**src/rtl/addv_pkg.sv**
```systemverilog
// Shared types and helpers for the multi-word add/subtract sequencer.
package addv_pkg;

  typedef enum logic [1:0] {
    IDLE,
    RUN,
    DONE
  } addv_seq_state_e;

  // Prefix architecture selectors for the adder slice.
  localparam int SPEED_SERIAL     = 0;
  localparam int SPEED_BRENT_KUNG = 1;
  localparam int SPEED_SKLANSKY   = 2;

  // The word index needs at least one bit, even when there is only one word.
  function automatic int idx_width(input int words);
    return (words > 1) ? $clog2(words) : 1;
  endfunction

endpackage

```
**src/rtl/addv_multiword_seq_if.sv**
```systemverilog
// Producer/consumer handshake bundle for the multi-word add/subtract sequencer.
interface addv_multiword_seq_if #(
  parameter int width = 8,
  parameter int words = 4
);
  localparam int W = width * words;

  logic         InValid;
  logic         InReady;
  logic [W-1:0] A;
  logic [W-1:0] B;
  logic         CI;
  logic         Sub;
  logic         OutValid;
  logic         OutReady;
  logic [W-1:0] S;
  logic         V;

  // Producer/consumer side.
  modport master (
    output InValid, A, B, CI, Sub, OutReady,
    input  InReady, OutValid, S, V
  );

  // Sequencer side.
  modport slave (
    input  InValid, A, B, CI, Sub, OutReady,
    output InReady, OutValid, S, V
  );
endinterface

```
**src/rtl/addcv_slice.sv**
```systemverilog
// One width-bit adder slice built on a generate/propagate prefix network.
// The carry-in is folded into bit 0, so go[i] is the carry out of bit i.
module addcv_slice
  import addv_pkg::*;
#(
  parameter int width = 8,
  parameter int speed = SPEED_SKLANSKY
) (
  input  logic [width-1:0] A,
  input  logic [width-1:0] B,
  input  logic             CI,
  output logic [width-1:0] S,
  output logic             CO,
  output logic             V
);

  localparam int levels = $clog2(width);

  logic [width-1:0] p_bit;
  logic [width-1:0] go;
  logic [width-1:0] gp;

  // Prefix network (PrefixAndOr): group generate/propagate, updated in place level by level.
  always_comb begin
    int j;
    // NOTE: every variable gets a value up front so no path through this block can infer a latch.
    j     = 0;
    p_bit = A ^ B;
    go    = A & B;
    go[0] = go[0] | (p_bit[0] & CI);
    gp    = p_bit;
    case (speed)
      SPEED_SERIAL: begin
        for (int i = 1; i < width; i++) begin
          go[i] = go[i] | (gp[i] & go[i-1]);
          gp[i] = gp[i] & gp[i-1];
        end
      end
      SPEED_BRENT_KUNG: begin
        // Up-sweep builds power-of-two spans; down-sweep fills the remaining positions.
        for (int l = 0; l < levels; l++) begin
          for (int i = 0; i < width; i++) begin
            if (((i + 1) % (1 << (l + 1))) == 0) begin
              j     = i - (1 << l);
              go[i] = go[i] | (gp[i] & go[j]);
              gp[i] = gp[i] & gp[j];
            end
          end
        end
        for (int l = levels - 1; l >= 0; l--) begin
          for (int i = 0; i < width; i++) begin
            if ((((i + 1) % (1 << (l + 1))) == (1 << l)) && (i > (1 << l))) begin
              j     = i - (1 << l);
              go[i] = go[i] | (gp[i] & go[j]);
              gp[i] = gp[i] & gp[j];
            end
          end
        end
      end
      default: begin
        // Sklansky: each upper half-block takes the last prefix of the lower half.
        for (int l = 0; l < levels; l++) begin
          for (int i = 0; i < width; i++) begin
            if (((i >> l) & 1) == 1) begin
              j     = ((i >> l) << l) - 1;
              go[i] = go[i] | (gp[i] & go[j]);
              gp[i] = gp[i] & gp[j];
            end
          end
        end
      end
    endcase
  end

  assign S  = p_bit ^ {go[width-2:0], CI};
  assign CO = go[width-1];
  assign V  = go[width-1] ^ go[width-2];

endmodule

```
**src/rtl/addv_multiword_seq.sv**
```systemverilog
// Wide add/subtract sequencer: one slice reused LS word first, carry held in a flop.
module addv_multiword_seq
  import addv_pkg::*;
#(
  parameter int width = 8,
  parameter int words = 4,
  parameter int speed = SPEED_SKLANSKY
) (
  input  logic                CLK,
  input  logic                RST,
  addv_multiword_seq_if.slave bus
);

  localparam int W     = width * words;
  localparam int idx_w = idx_width(words);
  localparam logic [idx_w-1:0] last_idx = idx_w'(words - 1);

  addv_seq_state_e  state;
  logic [idx_w-1:0] idx;
  logic             carry;
  logic [W-1:0]     a_q;
  logic [W-1:0]     bx_q;
  logic [W-1:0]     s_q;
  logic             v_q;
  logic             in_ready;
  logic             out_valid;

  logic [width-1:0] slice_s;
  logic             slice_co;
  logic             slice_v;

  addcv_slice #(
    .width (width),
    .speed (speed)
  ) u_slice (
    .A  (a_q[idx*width +: width]),
    .B  (bx_q[idx*width +: width]),
    .CI (carry),
    .S  (slice_s),
    .CO (slice_co),
    .V  (slice_v)
  );

  // Sequencer FSM with word index, carry flop, operand and result registers.
  // NOTE: sequential state uses non-blocking assignments so every flop samples pre-edge values.
  always_ff @(posedge CLK) begin
    if (RST) begin
      // NOTE: operand registers are reset too; it costs little and keeps the slice inputs defined.
      state     <= IDLE;
      idx       <= '0;
      carry     <= 1'b0;
      a_q       <= '0;
      bx_q      <= '0;
      s_q       <= '0;
      v_q       <= 1'b0;
      in_ready  <= 1'b1;
      out_valid <= 1'b0;
    end else begin
      case (state)
        IDLE: begin
          if (bus.InValid) begin
            a_q      <= bus.A;
            bx_q     <= bus.B ^ {W{bus.Sub}};
            carry    <= bus.Sub ? 1'b1 : bus.CI;
            idx      <= '0;
            s_q      <= '0;
            in_ready <= 1'b0;
            state    <= RUN;
          end
        end
        RUN: begin
          s_q[idx*width +: width] <= slice_s;
          carry                   <= slice_co;
          if (idx == last_idx) begin
            v_q       <= slice_v;
            out_valid <= 1'b1;
            state     <= DONE;
          end else begin
            idx <= idx + 1'b1;
          end
        end
        DONE: begin
          if (bus.OutReady) begin
            out_valid <= 1'b0;
            in_ready  <= 1'b1;
            state     <= IDLE;
          end
        end
        default: begin
          state     <= IDLE;
          out_valid <= 1'b0;
          in_ready  <= 1'b1;
        end
      endcase
    end
  end

  assign bus.InReady  = in_ready;
  assign bus.OutValid = out_valid;
  assign bus.S        = s_q;
  assign bus.V        = v_q;

endmodule
```
**src/flat_wrapper.sv**
```systemverilog
// flat-port wrapper written by rule: the top's interface ports become plain ports
module addv_multiword_seq_flat import addv_pkg::*;
#(
  parameter int width = 8,
  parameter int words = 4,
  parameter int speed = SPEED_SKLANSKY
)
  (CLK, RST, bus_InValid, bus_A, bus_B, bus_CI, bus_Sub, bus_OutReady, bus_InReady, bus_OutValid, bus_S, bus_V);
  addv_multiword_seq_if #(.width(width), .words(words)) bus_i ();
  input  logic CLK;
  input  logic RST;
  input wire logic [$bits(bus_i.InValid)-1:0] bus_InValid;
  input wire logic [$bits(bus_i.A)-1:0] bus_A;
  input wire logic [$bits(bus_i.B)-1:0] bus_B;
  input wire logic [$bits(bus_i.CI)-1:0] bus_CI;
  input wire logic [$bits(bus_i.Sub)-1:0] bus_Sub;
  input wire logic [$bits(bus_i.OutReady)-1:0] bus_OutReady;
  output wire logic [$bits(bus_i.InReady)-1:0] bus_InReady;
  output wire logic [$bits(bus_i.OutValid)-1:0] bus_OutValid;
  output wire logic [$bits(bus_i.S)-1:0] bus_S;
  output wire logic [$bits(bus_i.V)-1:0] bus_V;
  assign bus_i.InValid = bus_InValid;
  assign bus_i.A = bus_A;
  assign bus_i.B = bus_B;
  assign bus_i.CI = bus_CI;
  assign bus_i.Sub = bus_Sub;
  assign bus_i.OutReady = bus_OutReady;
  assign bus_InReady = bus_i.InReady;
  assign bus_OutValid = bus_i.OutValid;
  assign bus_S = bus_i.S;
  assign bus_V = bus_i.V;
  addv_multiword_seq #(.width(width), .words(words), .speed(speed)) u_core (.CLK(CLK), .RST(RST), .bus(bus_i));
endmodule
```
**config.mk**
```make
export PLATFORM = sky130hd
export DESIGN_NAME = addv_multiword_seq_flat
export DESIGN_NICKNAME = d
export VERILOG_FILES = /design/src/rtl/addv_pkg.sv /design/src/rtl/addv_multiword_seq_if.sv /design/src/rtl/addcv_slice.sv /design/src/rtl/addv_multiword_seq.sv /design/src/flat_wrapper.sv
export SDC_FILE = /design/constraint.sdc
export NUM_CORES = 1
export LEC_CHECK = 0
export CAP_MARGIN = 20
export CORE_MARGIN = 2
export CORE_UTILIZATION = 30
export CTS_CLUSTER_DIAMETER = 50
export DETAILED_ROUTE_END_ITERATION = 8
export SLEW_MARGIN = 0
export SYNTH_ARGS = -nofsm -noshare
export SYNTH_HDL_FRONTEND = slang
export SYNTH_HIERARCHICAL = 1
export SYNTH_SLANG_ARGS = --single-unit
```
**constraint.sdc**
```tcl
create_clock -name CLK -period 3.9 [get_ports CLK]
set_input_delay 0.585 -clock CLK [delete_from_list [all_inputs] [get_ports CLK]]
set_output_delay 0.585 -clock CLK [all_outputs]
set_load 0.03 [all_outputs]
```
==> impl_metrics.yaml, run 1 <==
worst_setup_path:
  cp-end-kind: "flop"
  endpoint: "u_core/bus.S[29]"
  r2r-start: "u_core/idx[0]"
  path_cells: "mux4_2 -> inv_1 -> fa_1 -> inv_1 -> fa_1 -> a21o_1 -> a21o_1 -> fa_1 -> xor2_1 -> nor2b_1 -> inv_1 -> o2bb2ai_1"
  worstPathMaxFanout: 8
  crit_type: "flop to flop"
  reg2reg_depth: 12
  reg2reg_slack_ns: 0.50
  slowest_stage: "dfxtp_1"
  required_ns: 4.18
  reg2reg_to: "u_core/bus.S[29]"
  crit_arrival_ns: 3.68
  crit_start: "u_core/idx[0]"
  worst_setup_path_start_kind: "flop"
  slowest_delay_ns: 0.63
die:
  rows: 46
  die_h_um: 131
  die_area_sq_um: 17000
  initial_core_util_pct: 30.5
  core_region_area_sq_um: 15800
  ios: 105
  die_x_um: 131
placement:
  routabilityCongestion: 0.787
  dpl.hpwl_um: 8770
  port_buffers: 104
  dp.cells: 778
sta:
  setup_violations: 0
  fin_worst_skew_ns: 0.0114
  fin_crit_ns: 3.40
  min_period_over_period_pct: 87.3
  worst_pin_slew_ns: 0.933
  slew_viol_final: 0
  relSlewSlack_pct: 37.3
  clock.fmax_mhz: 294
  rsz0062_at_grt: "no"
  finalHoldViolations: 0
  finalSetupTns_ns: 0
yosys:
  netlist_area_sq_um: 4800
  ys.flop_type: "dfxtp_1"
  syn-instance-count: 489
  avgSynthCellArea_sq_um: 9.82
  synth_edf_count: 0
  ys_ff_latch: 104
  seq_area_frac_synth_pct: 43.3
  ys_warn_count: 6
  synthArstFlopShare_pct: 0
  synth_fp_nets: 575
  synth.distinct_cells: 46
routing:
  finalWirelength_um: 11700
  drc: 0
  via_count: 3718
  drt_iter0_drc: 202
  post_drt_wl_per_cell_um: 14.7
  vias_per_cell: 4.68
  antenna_left: 0
  drtPass1Iterations: 4
clocking:
  clock-root-buffer: "clkbuf_16"
  tritoncts: "built"
  clock_path_buffers: 2
  numClockSinks: 104
  insertion_delay_ns: 0.36
  holdBufCountCts: 0
  cts_htree_levels: 3
  path_clk_slew_ns: 0.07
  cts_resized: 0
  post_cts_buffers: 0
  cts_made_buffers: 9
grt:
  grt_usage_pct: 14.2
  grt-ovfl-total: 0
  antenna_found_initial: 0
  grt_max_degree: 97
  grt_pass1_vias: 3700
  grt_pass1_wl_um: 18800
final_layout:
  syn_to_final_growth_pct: 30.4
  final_cell_count_no_fill: 794
  diodes: 0
  fin_nets: 659
  final_layout_size_suffix_gt1_share_pct: 8.82
power:
  powerDensity_nw_per_um2: 402
  peakVddDrop_v: 0.000225
  leakagePower_nw: 2.27
job:
  drv_cap: 0
outcome:
  status: "complete, no violations"
hold_path:
  hold_class: "flop to flop"
-- flip-flops by register name, summed over array words and instances (netlist names) --
signal / cells
u_core/bus.InReady: 1
u_core/bus.S: 32
u_core/carry: 1
u_core/state: 2
u_core/bx_q: 32
u_core/idx: 2
u_core/bus.OutValid: 1
u_core/bus.V: 1
u_core/a_q: 32
-- worst max-delay path: cells and delay by family, from the launching register on --
kind	cells	cell delay (ns)
adders and majority gates	3	0.96
buffers and inverters	3	0.22
xor gates and xnor gates	1	0.15
muxes	1	0.56
DFF	1	0.63
AOI/OAI and AO/OA	3	0.51
and+or+nand+nor	1	0.28
-- where the power goes --
group	leakage, nW	switching [mW]	total, mW	internal, mW
logic	1.27	0.216	0.432	0.216
registers	0.851	0.0401	1.16	1.12
clock network	0.154	0.418	0.928	0.510
-- through the flow --
stage	area [sq um]	setup slack (ns)	util, %	power [mW]	hold slack (ns)
finish	6260	0.496	39.7	2.52	0.455
global route	6260	0.203	39.7	2.64	0.477
global placement	5950	0.581	37.7	1.61	0.444
detailed placement	5950	0.454	37.7	1.62	0.447
CTS	6260	0.428	39.7	2.55	0.458
floorplan	4800	0.438	-	1.46	0.433
-- worst min path at each step --
stage	endpoint	slack [ns]	cells after the start	startpoint
after global placement	u_core/a_q[21]	0.44	2	u_core/a_q[21]
final	u_core/a_q[29]	0.46	2	u_core/a_q[29]
after global routing	u_core/a_q[8]	0.48	2	u_core/a_q[8]
after detailed placement	u_core/a_q[1]	0.45	2	u_core/a_q[1]
after floorplan	u_core/a_q[16]	0.43	2	u_core/a_q[16]
after CTS	u_core/a_q[6]	0.46	2	u_core/a_q[6]
-- cell type report --
type | instances | area [sq um]
Clock buffer | 9 | 225
Clock inverter | 7 | 86.3
Fill cell | 1582 | 9510
Inverter | 21 | 78.8
Multi-Input combinational cell | 329 | 2460
Sequential cell | 104 | 2080
Tap cell | 216 | 270
Timing Repair Buffer | 108 | 1060
-- logic make-up after synthesis --
logic type               synth area share (%)
flip-flops                               43.3
adder cells (fa/ha/maj)                  4.79
buffers and inverters                    5.44
multiplexers                             9.06
XOR/XNOR                                 6.38
AND/OR/NAND/NOR                          12.7
AO/OA/AOI/OAI                            18.3
-- layout by cell type (no fill, tap or decap), drive strengths merged, types with 6 or more instances in the layout --
cell and instances:
ha 12, nor2 38, nor2b 8, a211oi 34, dfxtp 104, inv 24
nand2 67, a22o 24, mux4 16, o2bb2ai 7, clkdlybuf4s50 102, buf 6
a21oi 40, xnor2 33, clkbuf 9
-- synthesized netlist by cell type (all sizes together) (7+ instances only) --
| library cell | instances | area [sq um] |
|---|---|---|
| inv | 21 | 78.8 |
| a21oi | 40 | 200 |
| dfxtp | 104 | 2080 |
| nand2 | 67 | 251 |
| nor2b | 8 | 50.1 |
| clkbuf | 11 | 41.3 |
| mux4 | 16 | 360 |
| buf | 24 | 141 |
| xnor2 | 33 | 289 |
| ha | 12 | 150 |
| a211oi | 34 | 260 |
| nor2 | 38 | 143 |
| a22o | 24 | 210 |
| o2bb2ai | 7 | 61.3 |
-- layer usage --
layer	global-route usage (%)	routed length, um	vias to the layer above
li1	-	-	1886
met1	18.5	5360	1745
met2	23.5	5730	81
met3	3.18	517	6
met4	4.82	85	0
met5	0	0	-
Note: power is estimated with default switching activity, not from simulation.
==> inputs of run 2 (changes only) <==
- clock period: 3.9 -> 3.7 ns (I/O delays scaled with it)
==> run 2 against run 1 <==
Via count is 1.3% higher; total power is 1.7% higher; register-to-register slack better by 0.04 ns; worst setup slack better by 0.037 ns; highest routed layer unchanged.
==> impl_metrics.yaml, run 2 (same netlist as run 1, synthesis figures left out) <==
outcome:
  status: "complete, no violations"
final_layout:
  post-route-util_pct: 39.6
  final_layout_size_suffix_gt1_share_pct: 8.46
  diodes: 0
  syn_to_final_growth_pct: 30.1
  final_cell_mix: "dfxtp_1 (104), clkdlybuf4s50_1 (102), nand2_1 (67)"
  fin_nets: 660
  layout_commonest_cell: "dfxtp_1"
die:
  die_x_um: 131
  ios: 105
  rows: 46
  core_region_area_sq_um: 15800
  die_h_um: 131
  initial_core_util_pct: 30.5
  die_area_sq_um: 17000
placement:
  port_buffers: 104
  dpl.hpwl_um: 8660
  routabilityCongestion: 0.796
routing:
  post_drt_wl_per_cell_um: 14.6
  drtPass1Iterations: 7
  antenna_left: 0
  wl_met1_um: 5340
  drc: 0
  vias_per_cell: 4.74
  dr_wl_met3_um: 684
  finalWirelength_um: 11600
  top_layer_used: "met4"
  drt_iter0_drc: 198
  via_count: 3768
  dr_wl_met2_um: 5380
grt:
  grt-ovfl-total: 0
  grt_pass1_vias: 3631
  grt_usage_pct: 13.9
  grt_max_degree: 97
  grt_pass1_wl_um: 18400
  antenna_found_initial: 0
clocking:
  clock-root-buffer: "clkbuf_16"
  cts_htree_levels: 3
  cts_resized: 0
  tritoncts: "built"
  numClockSinks: 104
  clock_path_buffers: 2
  path_clk_slew_ns: 0.06
  post_cts_buffers: 0
  holdBufCountCts: 0
  insertion_delay_ns: 0.34
  cts_made_buffers: 9
power:
  leakagePower_nw: 2.26
  powerDensity_nw_per_um2: 410
  peakVddDrop_v: 0.000227
hold_path:
  whs_path_depth: 2
  hold_class: "flop to flop"
  hold_path_end: "u_core/a_q[13]"
  hold_path_startpoint: "u_core/a_q[13]"
sta:
  rsz0062_at_grt: "no"
  fin_worst_skew_ns: 0.00800
  slew_viol_final: 0
  setup_violations: 0
  relSlewSlack_pct: 35.7
  worst_pin_slew_ns: 0.956
  min_period_over_period_pct: 85.6
  finalHoldViolations: 0
  fin_crit_ns: 3.17
  finalSetupTns_ns: 0
  clock.fmax_mhz: 316
worst_setup_path:
  slowest_delay_ns: 0.53
  worstPathMaxFanout: 4
  worst-path-buf-inv: 3
  reg2reg_depth: 12
  slowest_stage: "mux4_2"
  worst_setup_path_start_kind: "flop"
  path_cells: "mux4_2 -> inv_1 -> fa_1 -> inv_1 -> fa_1 -> a21o_1 -> a21o_1 -> fa_1 -> xor2_1 -> nor2b_1 -> inv_1 -> o2bb2ai_1"
  reg2reg_to: "u_core/bus.S[29]"
  cp-end-kind: "flop"
  r2r-start: "u_core/idx[0]"
  crit_arrival_ns: 3.43
  required_ns: 3.97
  crit_type: "flop to flop"
  reg2reg_slack_ns: 0.53
  crit_family: "adder cells"
job:
  drv_cap: 0
run 2: cell count changes in the layout (fill, tap and decap cells not counted), sizes merged:
cell	previous run	this run
bufinv	1	0
clkbuf	9	14
inv	24	21
clkinv	3	2
buf	6	7
run 2: layer usage:
metal | GRT usage [%] | vias to the layer above
met3 | 3.38 | 15
met1 | 18.5 | 1758
met2 | 22.4 | 104
met4 | 4.69 | 0
li1 | - | 1891
met5 | 0 | -
run 2: worst max path at each step:
stage	start	endpoint	slack, ns	cells after the start
after floorplan	u_core/idx[0]	u_core/bus.S[13]	0.24	13
after global placement	u_core/idx[0]	u_core/bus.S[21]	0.64	11
after detailed placement	u_core/idx[0]	u_core/bus.S[29]	0.55	12
after CTS	u_core/idx[0]	u_core/bus.S[29]	0.54	12
after global routing	u_core/idx[0]	u_core/bus.S[29]	0.34	12
final	u_core/idx[0]	u_core/bus.S[29]	0.53	12
run 2: cell type report:
class | instances | area, sq um
Fill cell | 1575 | 9520
Tap cell | 216 | 270
Clock buffer | 14 | 264
Timing Repair Buffer | 109 | 1080
Multi-Input combinational cell | 329 | 2460
Sequential cell | 104 | 2080
Inverter | 21 | 78.8
Clock inverter | 2 | 13.8
run 2: where the power goes:
part | internal (mW) | switching (mW) | total [mW]
Combinational | 0.230 | 0.230 | 0.459
Sequential | 1.18 | 0.0392 | 1.22
Clock | 0.494 | 0.389 | 0.883
run 2: tightest hold or removal path: stages, from the launching register on:
cell and delay [ns]:
dfxtp_1 0.31, nand2_1 0.05, a21oi_1 0.05
run 2: stage by stage:
stage	worst slack (ns)	hold WS, ns	instances	instance area [sq um]	power, mW
2_1_floorplan	0.238	0.433	489	4800	1.54
3_3_place_gp	0.637	0.444	779	5970	1.70
3_5_place_dp	0.551	0.446	779	5970	1.71
4_1_cts	0.539	0.456	795	6250	2.59
5_1_grt	0.336	0.474	795	6250	2.68
6_report	0.534	0.455	795	6250	2.56
